==> config.mk <==
export PLATFORM = sky130hd
export DESIGN_NAME = psram_ctrl
export DESIGN_NICKNAME = d
export VERILOG_FILES = /design/src/rtl/psram_ctrl_pkg.sv /design/src/rtl/psram_ctrl_shift.sv /design/src/rtl/psram_ctrl.sv
export SDC_FILE = /design/constraint.sdc
export NUM_CORES = 1
export LEC_CHECK = 0
export ABC_CLOCK_PERIOD_IN_PS = 9700
export BUFFER_PORTS_ARGS = -buffer_cell sky130_fd_sc_hd__buf_2
export CORE_MARGIN = 4
export CORE_UTILIZATION = 50
export DETAILED_ROUTE_END_ITERATION = 7
export GPL_ROUTABILITY_DRIVEN = 0
export PLACE_DENSITY_LB_ADDON = 0.3
export SYNTH_ARGS = -nofsm -noshare
export SYNTH_HDL_FRONTEND = slang
export SYNTH_SLANG_ARGS = --single-unit
==> constraint.sdc <==
create_clock -name clock -period 9.7 [get_ports clock]
set_input_delay 0.485 -clock clock [delete_from_list [all_inputs] [get_ports clock]]
set_output_delay 0.485 -clock clock [all_outputs]
set_load 0.01 [all_outputs]
==> src/rtl/psram_ctrl_pkg.sv <==
// psram_ctrl_pkg: shared states, command codes, phase lengths and size helpers for psram_ctrl
package psram_ctrl_pkg;
  typedef enum logic [2:0] {S_IDLE, S_CMD, S_ADDR, S_WDATA, S_DUMMY, S_RDATA, S_DONE} state_e;
  localparam logic [7:0] CMD_QWRITE = 8'h38;
  localparam logic [7:0] CMD_QREAD = 8'hEB;
  localparam logic [4:0] CMD_EDGES = 5'd8;
  localparam logic [4:0] ADDR_EDGES = 5'd6;
  localparam logic [1:0] SZ_1B = 2'd0;
  localparam logic [1:0] SZ_2B = 2'd1;
  localparam logic [1:0] SZ_4B = 2'd2;
  function automatic logic [2:0] size_bytes(input logic [1:0] size);
    return 3'd1 << size;
  endfunction
  function automatic logic size_legal(input logic [1:0] size, input logic [1:0] lane);
    return size == SZ_4B ? lane == 2'd0 : size == SZ_2B ? !lane[0] : size == SZ_1B;
  endfunction
endpackage

==> src/rtl/psram_ctrl_shift.sv <==
// psram_ctrl_shift: 32-bit nibble shift register; loads bus lanes in address order, shifts nibbles out/in, unpacks read bytes to lanes
module psram_ctrl_shift (
  input  logic        clk_i,
  input  logic        rst_i,
  input  logic        load_i,
  input  logic [31:0] wdata_i,
  input  logic [1:0]  lane_i,
  input  logic [2:0]  nbytes_i,
  input  logic        shift_out_i,
  input  logic        shift_in_i,
  input  logic [3:0]  din_i,
  output logic [3:0]  nib_o,
  output logic [31:0] word_o
);
  logic [31:0] sr_q, sr_d, ld;
  logic [1:0] lane_q;
  logic [2:0] nb_q;
  always_comb begin
    ld = '0;
    word_o = '0;
    for (int i = 0; i < 4; i++) begin
      if (i < int'(nbytes_i)) ld[{2'(3 - i), 3'b000} +: 8] = wdata_i[{lane_i + 2'(i), 3'b000} +: 8];
      if (i < int'(nb_q)) word_o[{lane_q + 2'(i), 3'b000} +: 8] = sr_q[{2'(int'(nb_q) - 1 - i), 3'b000} +: 8];
    end
  end
  assign sr_d = load_i ? ld : (shift_out_i | shift_in_i) ? {sr_q[27:0], shift_in_i ? din_i : 4'h0} : sr_q;
  assign nib_o = sr_q[31:28];
  always_ff @(posedge clk_i) begin
    if (rst_i) begin
      sr_q <= '0;
      lane_q <= '0;
      nb_q <= '0;
    end else begin
      sr_q <= sr_d;
      if (load_i) begin
        lane_q <= lane_i;
        nb_q <= nbytes_i;
      end
    end
  end
endmodule

==> src/rtl/psram_ctrl.sv <==
// psram_ctrl: QPI PSRAM master turning 1/2/4-byte requests into cmd/addr/data frames on sck, ce_n, dio
module psram_ctrl
  import psram_ctrl_pkg::*;
#(
  parameter int DUMMY_EDGES = 6
) (
  input  logic        clock,
  input  logic        reset,
  input  logic        req_valid,
  output logic        req_ready,
  input  logic        req_we,
  input  logic [23:0] req_addr,
  input  logic [1:0]  req_size,
  input  logic [31:0] req_wdata,
  output logic        resp_valid,
  input  logic        resp_ready,
  output logic [31:0] resp_rdata,
  output logic        resp_err,
  output logic        sck,
  output logic        ce_n,
  output logic [3:0]  dio_o,
  output logic        dio_oe,
  input  logic [3:0]  dio_i
);
  state_e state_q;
  logic [4:0] cnt_q, last_edge;
  logic sck_q, ce_n_q, oe_q, we_q, err_q;
  logic [3:0] dio_q, nib;
  logic [2:0] nb_q;
  logic [7:0] cmd_q, cmd_w;
  logic [23:0] addr_q;
  logic [31:0] word;
  logic fall, end_ph, legal, shift_out, shift_in;
  assign legal = size_legal(req_size, req_addr[1:0]);
  assign cmd_w = req_we ? CMD_QWRITE : CMD_QREAD;
  assign fall = ~ce_n_q & sck_q;
  always_comb begin
    last_edge = state_q == S_CMD ? CMD_EDGES - 5'd1 : state_q == S_ADDR ? ADDR_EDGES - 5'd1 :
                state_q == S_DUMMY ? 5'(DUMMY_EDGES - 1) : {1'b0, nb_q, 1'b0} - 5'd1;
  end
  assign end_ph = fall & (cnt_q == last_edge);
  assign shift_out = fall & we_q & ((state_q == S_ADDR & end_ph) | (state_q == S_WDATA & ~end_ph));
  assign shift_in = fall & (state_q == S_RDATA);
  psram_ctrl_shift u_shift (
    .clk_i(clock),
    .rst_i(reset),
    .load_i(req_ready & req_valid & legal),
    .wdata_i(req_wdata),
    .lane_i(req_addr[1:0]),
    .nbytes_i(size_bytes(req_size)),
    .shift_out_i(shift_out),
    .shift_in_i(shift_in),
    .din_i(dio_i),
    .nib_o(nib),
    .word_o(word)
  );
  always_ff @(posedge clock) begin
    if (reset) begin
      state_q <= S_IDLE;
      cnt_q <= '0;
      sck_q <= 1'b0;
      ce_n_q <= 1'b1;
      dio_q <= '0;
      oe_q <= 1'b0;
      we_q <= 1'b0;
      err_q <= 1'b0;
      nb_q <= '0;
      cmd_q <= '0;
      addr_q <= '0;
    end else begin
      if (!ce_n_q) sck_q <= ~sck_q;
      if (fall) cnt_q <= end_ph ? '0 : cnt_q + 5'd1;
      case (state_q)
        S_IDLE: if (req_valid) begin
          we_q <= req_we;
          nb_q <= size_bytes(req_size);
          err_q <= !legal;
          state_q <= legal ? S_CMD : S_DONE;
          if (legal) begin
            ce_n_q <= 1'b0;
            oe_q <= 1'b1;
            dio_q <= {3'b000, cmd_w[7]};
            cmd_q <= {cmd_w[6:0], 1'b0};
            addr_q <= req_addr;
          end
        end
        S_CMD: if (fall) begin
          dio_q <= end_ph ? addr_q[23:20] : {3'b000, cmd_q[7]};
          if (end_ph) begin
            state_q <= S_ADDR;
            addr_q <= {addr_q[19:0], 4'h0};
          end else cmd_q <= {cmd_q[6:0], 1'b0};
        end
        S_ADDR: if (fall) begin
          if (end_ph) begin
            state_q <= we_q ? S_WDATA : S_DUMMY;
            oe_q <= we_q;
            dio_q <= we_q ? nib : 4'h0;
          end else begin
            dio_q <= addr_q[23:20];
            addr_q <= {addr_q[19:0], 4'h0};
          end
        end
        S_WDATA: if (fall) begin
          dio_q <= end_ph ? 4'h0 : nib;
          if (end_ph) begin
            state_q <= S_DONE;
            ce_n_q <= 1'b1;
            oe_q <= 1'b0;
          end
        end
        S_DUMMY: if (end_ph) state_q <= S_RDATA;
        S_RDATA: if (end_ph) begin
          state_q <= S_DONE;
          ce_n_q <= 1'b1;
        end
        S_DONE: if (resp_ready) state_q <= S_IDLE;
        default: state_q <= S_IDLE;
      endcase
    end
  end
  assign req_ready = (state_q == S_IDLE) & ~reset;
  assign resp_valid = state_q == S_DONE;
  assign resp_err = resp_valid & err_q;
  assign resp_rdata = (resp_valid & ~we_q & ~err_q) ? word : '0;
  assign sck = sck_q;
  assign ce_n = ce_n_q;
  assign dio_o = dio_q;
  assign dio_oe = oe_q;
endmodule

==> flow_metrics.tcl, run 1 <==
set metrics [dict create \
    setup_tns_ns 0 \
    post-route-worst-setup-slack_ns 5.56 \
    area_growth_pct 12.5 \
    cts_buffers 9 \
    p_leak_nw 2.94 \
    fin_crit_ns 4.14 \
    clockBufferDepth 2 \
    syn-num-nets 960 \
    grt_pass1_wl_um 32700 \
    min_path_type "in -> reg" \
    rsz0062_at_grt "false" \
    clock_latency_ns 0.34 \
    timing.fmax_ghz 0.241 \
    dr.pass1.iters 6 \
    final_cell_mix "108 x nor2_1, 108 x buf_2, 87 x dfxtp_1, 67 x nand2_1, 65 x a22oi_1" \
    numPortBuffers 108 \
    antenna_found_initial 0 \
    fp.coreArea_um2 14000 \
    hold_viol 0 \
    grt_pass1_vias 6388 \
    ir_drop_mv 0.117 \
    ys.warnings.count 0 \
    fp-row-count 43 \
    synth.distinct_cells 59 \
    die_w_um 128 \
    antenna_cells 0 \
    path_class "in -> reg" \
    cts_resized 0 \
    path_max_fanout 59 \
    dieArea_um2 16500 \
    place_ws_ns 5.25 \
    syn_inst 877 \
    finalNetCount 1019 \
    p_total_mw 1.26 \
    critPathLaunchType "primary input" \
    ys_seq_area_frac 0.243 \
    cts_sinks 88 \
    syn_area_um2 7240 \
    postCtsHoldBufs 0 \
    drt_iter0_markers 1032 \
    drtAntennaViolNets 0 \
    power_density_nw_per_um2 155 \
    arrival_ns 4.39 \
    worst_pin_slew_ns 1.04 \
    ios 109 \
    relSlewSlack 0.301 \
    routed_via_density 6.35 \
    ys_seq_elements 88 \
    syn_avg_cell_area_um2 8.25 \
    grt_max_degree 60 \
    ctsRootBufferMaster "clkbuf_16" \
    fin_crit_sh 0.427 \
    htree_levels 3 \
    path_clk_slew_ns 0.06 \
    die_h_um 128 \
    slew_viol_final 0 \
    routedWlPerCell_um 17.7 \
    required_ns 9.95 \
    end_kind "flip-flop" \
    drc_errors 0 \
    ys.flop_type "dfxtp_1" \
    initial_utilization 0.515 \
    maxCapViolCount 0 \
    cts_setup_buffers 0 \
    drive_above_1_share 0.235 \
    synth_edf_count 0 \
    grt_overflow_total 0 \
    num_vias 7122 \
    cts_tree "built" \
    outcome "completed" \
    dp_hpwl_um 14700 \
    skew_ns 0.00885 \
    track_usage 0.238 \
    async_reset_ff_frac 0 \
    drt_wl_total_um 19800 \
    setup_viol 0 \
]
-- worst max-delay path, cell delays in order --
cell,delay [ns]
buf_2,0.68
inv_1,0.20
ha_1,0.26
nor2b_1,0.16
a311o_1,0.24
or4_1,0.80
nand2_1,0.25
a211oi_4,0.26
buf_4,0.59
a31oi_1,0.14
a221oi_2,0.27
-- stage by stage --
stage | utilization | hold WS [ns] | cells | area (µm²)
CTS | 0.580 | 0.349 | 1121 | 8140
finish | 0.580 | 0.357 | 1121 | 8140
global route | 0.580 | 0.354 | 1121 | 8140
detailed placement | 0.556 | 0.452 | 1105 | 7800
floorplan | - | 0.428 | 877 | 7240
global placement | 0.556 | 0.441 | 1105 | 7800
-- layout make-up --
class / count / area (µm²)
fillers: 1244 / 5900
flip-flops and latches: 88 / 1760
well taps: 180 / 225
clock buffers: 10 / 239
repair buffers: 116 / 601
clock inverters: 6 / 95.1
inverters: 45 / 169
multi-input cells: 676 / 5050
-- flip-flops by register name (all words and copies together), names as in the netlist --
register / cells
err_q: 1
cmd_q: 7
nb_q: 3
dio_oe: 1
dio_o: 4
u_shift.lane_q: 2
state_q: 3
ce_n: 1
sck: 1
cnt_q: 5
u_shift.nb_q: 3
u_shift.sr_q: 32
we_q: 1
addr_q: 24
-- report_power, final --
part | switching, mW | internal, mW | total [mW] | leakage, nW
Clock | 0.149 | 0.236 | 0.384 | 0.164
Sequential | 0.0398 | 0.400 | 0.440 | 0.717
Combinational | 0.261 | 0.173 | 0.433 | 2.06
-- per-layer routing --
layer | vias up | wire length, µm | global-route usage
li1 | 3444 | - | -
met1 | 3318 | 9310 | 0.363
met2 | 330 | 8510 | 0.345
met3 | 30 | 1690 | 0.0417
met4 | 0 | 301 | 0.0668
met5 | - | 0 | 0
-- cells by family (layout without fill, tap and decap cells) --
group | after synthesis | count (layout) | synth area share
compound gates | 289 | 289 | 0.301
xor+xnor | 10 | 10 | 0.0142
fa+ha+maj | 16 | 16 | 0.0277
buf+inv | 113 | 177 | 0.0626
flops | 88 | 88 | 0.243
mux | 92 | 92 | 0.184
simple gates | 269 | 269 | 0.168
-- final timing paths --
check | startpoint | end | slack [ns] | cells after the start
worst max register to register | state_q[0] | u_shift.sr_q[8] | 5.98 | 8
worst min register to register | cmd_q[6] | cmd_q[6] | 0.46 | 2
worst max-delay path | req_addr[0] | u_shift.sr_q[8] | 5.56 | 11
worst min-delay path | dio_i[2] | u_shift.sr_q[2] | 0.36 | 3
-- cells in the mapped netlist, types with 10 or more instances --
cell type,instances,area (µm²)
o21ai_0,21,105
a21oi_1,36,180
nor2_1,109,409
nand3_1,12,60.1
clkbuf_1,46,173
nand2_1,67,251
mux2_2,16,180
dfxtp_1,88,1760
o22ai_1,33,206
inv_1,45,169
mux4_2,31,698
a31oi_1,25,156
nor3_1,18,90.1
a22oi_1,65,488
mux2i_1,45,450
nor2b_1,23,144
a221oi_2,21,315
a211oi_1,39,293
or2_2,10,62.6
ha_1,16,200
No activity file was read; power rests on OpenSTA's default activity.
==> run 2: changes to the inputs <==
--- a/config.mk
+++ b/config.mk
@@ -5,7 +5,7 @@
 export SDC_FILE = /design/constraint.sdc
 export NUM_CORES = 1
 export LEC_CHECK = 0
-export ABC_CLOCK_PERIOD_IN_PS = 9700
+export ABC_CLOCK_PERIOD_IN_PS = 4200
 export BUFFER_PORTS_ARGS = -buffer_cell sky130_fd_sc_hd__buf_2
 export CORE_MARGIN = 4
 export CORE_UTILIZATION = 50
==> constraint.sdc (replaced) <==
create_clock -name clock -period 4.2 [get_ports clock]
set_input_delay 0.21 -clock clock [delete_from_list [all_inputs] [get_ports clock]]
set_output_delay 0.21 -clock clock [all_outputs]
set_load 0.01 [all_outputs]
==> run 2 against run 1 <==
Clock skew hardly changed; via count down 0.39%; sequential share of layout area about the same; non-clock buffer count rose by 4; register-to-register slack worse by 5.1 ns; clock power up 110%; cell area barely moved; first-iteration DRC count decreased by 37%; critical endpoint is now resp_rdata[7]; largest power group unchanged.
==> flow_metrics.tcl, run 2 (synthesis gave the netlist of run 1 again) <==
set metrics [dict create \
    fin_area_um2 8140 \
    arrival_ns 3.54 \
    antenna_cells 0 \
    clockBufferDepth 2 \
    ir_drop_mv 0.230 \
    ios 109 \
    cts_setup_buffers 0 \
    grt_max_degree 80 \
    timing.fmax_ghz 0.267 \
    place_area_um2 7850 \
    fin_crit_ns 3.75 \
    maxCapViolCount 0 \
    place_ws_ns 0.877 \
    reg_top3 "u_shift.sr_q (32), addr_q (24), cmd_q (7)" \
    skew_ns 0.00858 \
    power_density_nw_per_um2 345 \
    cts_tree "built" \
    hold_viol 0 \
    antenna_found_initial 0 \
    path_clk_slew_ns 0.06 \
    die_h_um 128 \
    grt_pass1_vias 6490 \
    ctsRootBufferMaster "clkbuf_16" \
    finalNetCount 1023 \
    dr.pass1.iters 6 \
    postCtsHoldBufs 0 \
    num_vias 7094 \
    setup_tns_ns 0 \
    dp_hpwl_um 15000 \
    cts_buffers 9 \
    path_max_fanout 12 \
    largest_reg_flops 32 \
    drc_errors 0 \
    grt_pass1_wl_um 33000 \
    drive_above_1_share 0.237 \
    top_register "u_shift.sr_q" \
    track_usage 0.241 \
    initial_utilization 0.515 \
    routedWlPerCell_um 17.7 \
    path_class "reg -> out" \
    final_cell_mix "108 x nor2_1, 108 x buf_2, 87 x dfxtp_1, 67 x nand2_1, 65 x a22oi_1" \
    rsz0062_at_grt "false" \
    routed_via_density 6.31 \
    cts_sinks 88 \
    post-route-worst-setup-slack_ns 0.454 \
    numPortBuffers 108 \
    dieArea_um2 16500 \
    worst_pin_slew_ns 1.04 \
    relSlewSlack 0.301 \
    fin_crit_sh 0.892 \
    drtAntennaViolNets 0 \
    setup_viol 0 \
    p_leak_nw 2.94 \
    p_total_mw 2.81 \
    critPathLaunchType "flip-flop" \
    fp-row-count 43 \
    drt_wl_total_um 19900 \
    required_ns 3.99 \
    die_w_um 128 \
    area_growth_pct 12.5 \
    grt_overflow_total 0 \
    clock_latency_ns 0.35 \
    htree_levels 3 \
    drt_iter0_markers 652 \
    slew_viol_final 0 \
    min_path_type "in -> reg" \
    outcome "completed" \
    fin_util 0.580 \
    cts_resized 0 \
    fp.coreArea_um2 14000 \
    end_kind "output pin" \
]
==> run 2: cell types whose count changed in the layout (fill, tap and decap cells not counted) <==
| cell | previous run | this run |
|---|---|---|
| clkbuf_1 | 0 | 1 |
| inv_6 | 3 | 2 |
| clkinv_4 | 1 | 0 |
| buf_12 | 0 | 1 |
| clkbuf_8 | 1 | 0 |
| bufinv_16 | 2 | 1 |
| buf_4 | 8 | 11 |
| clkinv_2 | 0 | 1 |
| clkinvlp_4 | 0 | 2 |
==> run 2: area by class of cell <==
type	count	area, µm²
Clock buffer	10	229
Multi-Input combinational cell	676	5050
Inverter	45	169
Sequential cell	88	1760
Timing Repair Buffer	120	643
Tap cell	180	225
Clock inverter	6	67.6
Fill cell	1294	5900
==> run 2: power breakdown <==
part / total (mW) / switching [mW] / internal, mW
Clock: 0.804 / 0.339 / 0.464
Sequential: 1.04 / 0.115 / 0.925
Combinational: 0.967 / 0.567 / 0.400
==> run 2: path summary, 6_finish.rpt <==
path | start | slack [ns] | cells past startpoint | end
min reg2reg | cmd_q[6] | 0.46 | 2 | cmd_q[6]
max | u_shift.lane_q[0] | 0.45 | 10 | resp_rdata[7]
min | dio_i[2] | 0.09 | 3 | u_shift.sr_q[2]
max reg2reg | state_q[1] | 0.85 | 8 | addr_q[20]
==> run 2: through the flow <==
step | std cells | hold slack, ns
floorplan | 877 | 0.320
global placement | 1109 | 0.432
detailed placement | 1109 | 0.432
CTS | 1125 | 0.0782
global route | 1125 | 0.0883
finish | 1125 | 0.0898
==> run 2: per-layer routing <==
layer / track usage / vias up / wire length, µm
li1: - / 3462 / -
met1: 0.366 / 3306 / 9510
met2: 0.359 / 297 / 8580
met3: 0.0279 / 29 / 1430
met4: 0.0737 / 0 / 344
met5: 0 / - / 0
==> run 2: worst max-delay path, stage by stage, from the launching register on <==
cell      delay (ns)
dfxtp_1         0.56
inv_1           0.20
ha_1            0.42
nor2_1          0.26
nand3_1         0.12
a211oi_1        0.82
a22oi_1         0.21
o22ai_1         0.22
a22oi_1         0.10
nor2_1          0.11
buf_2           0.15
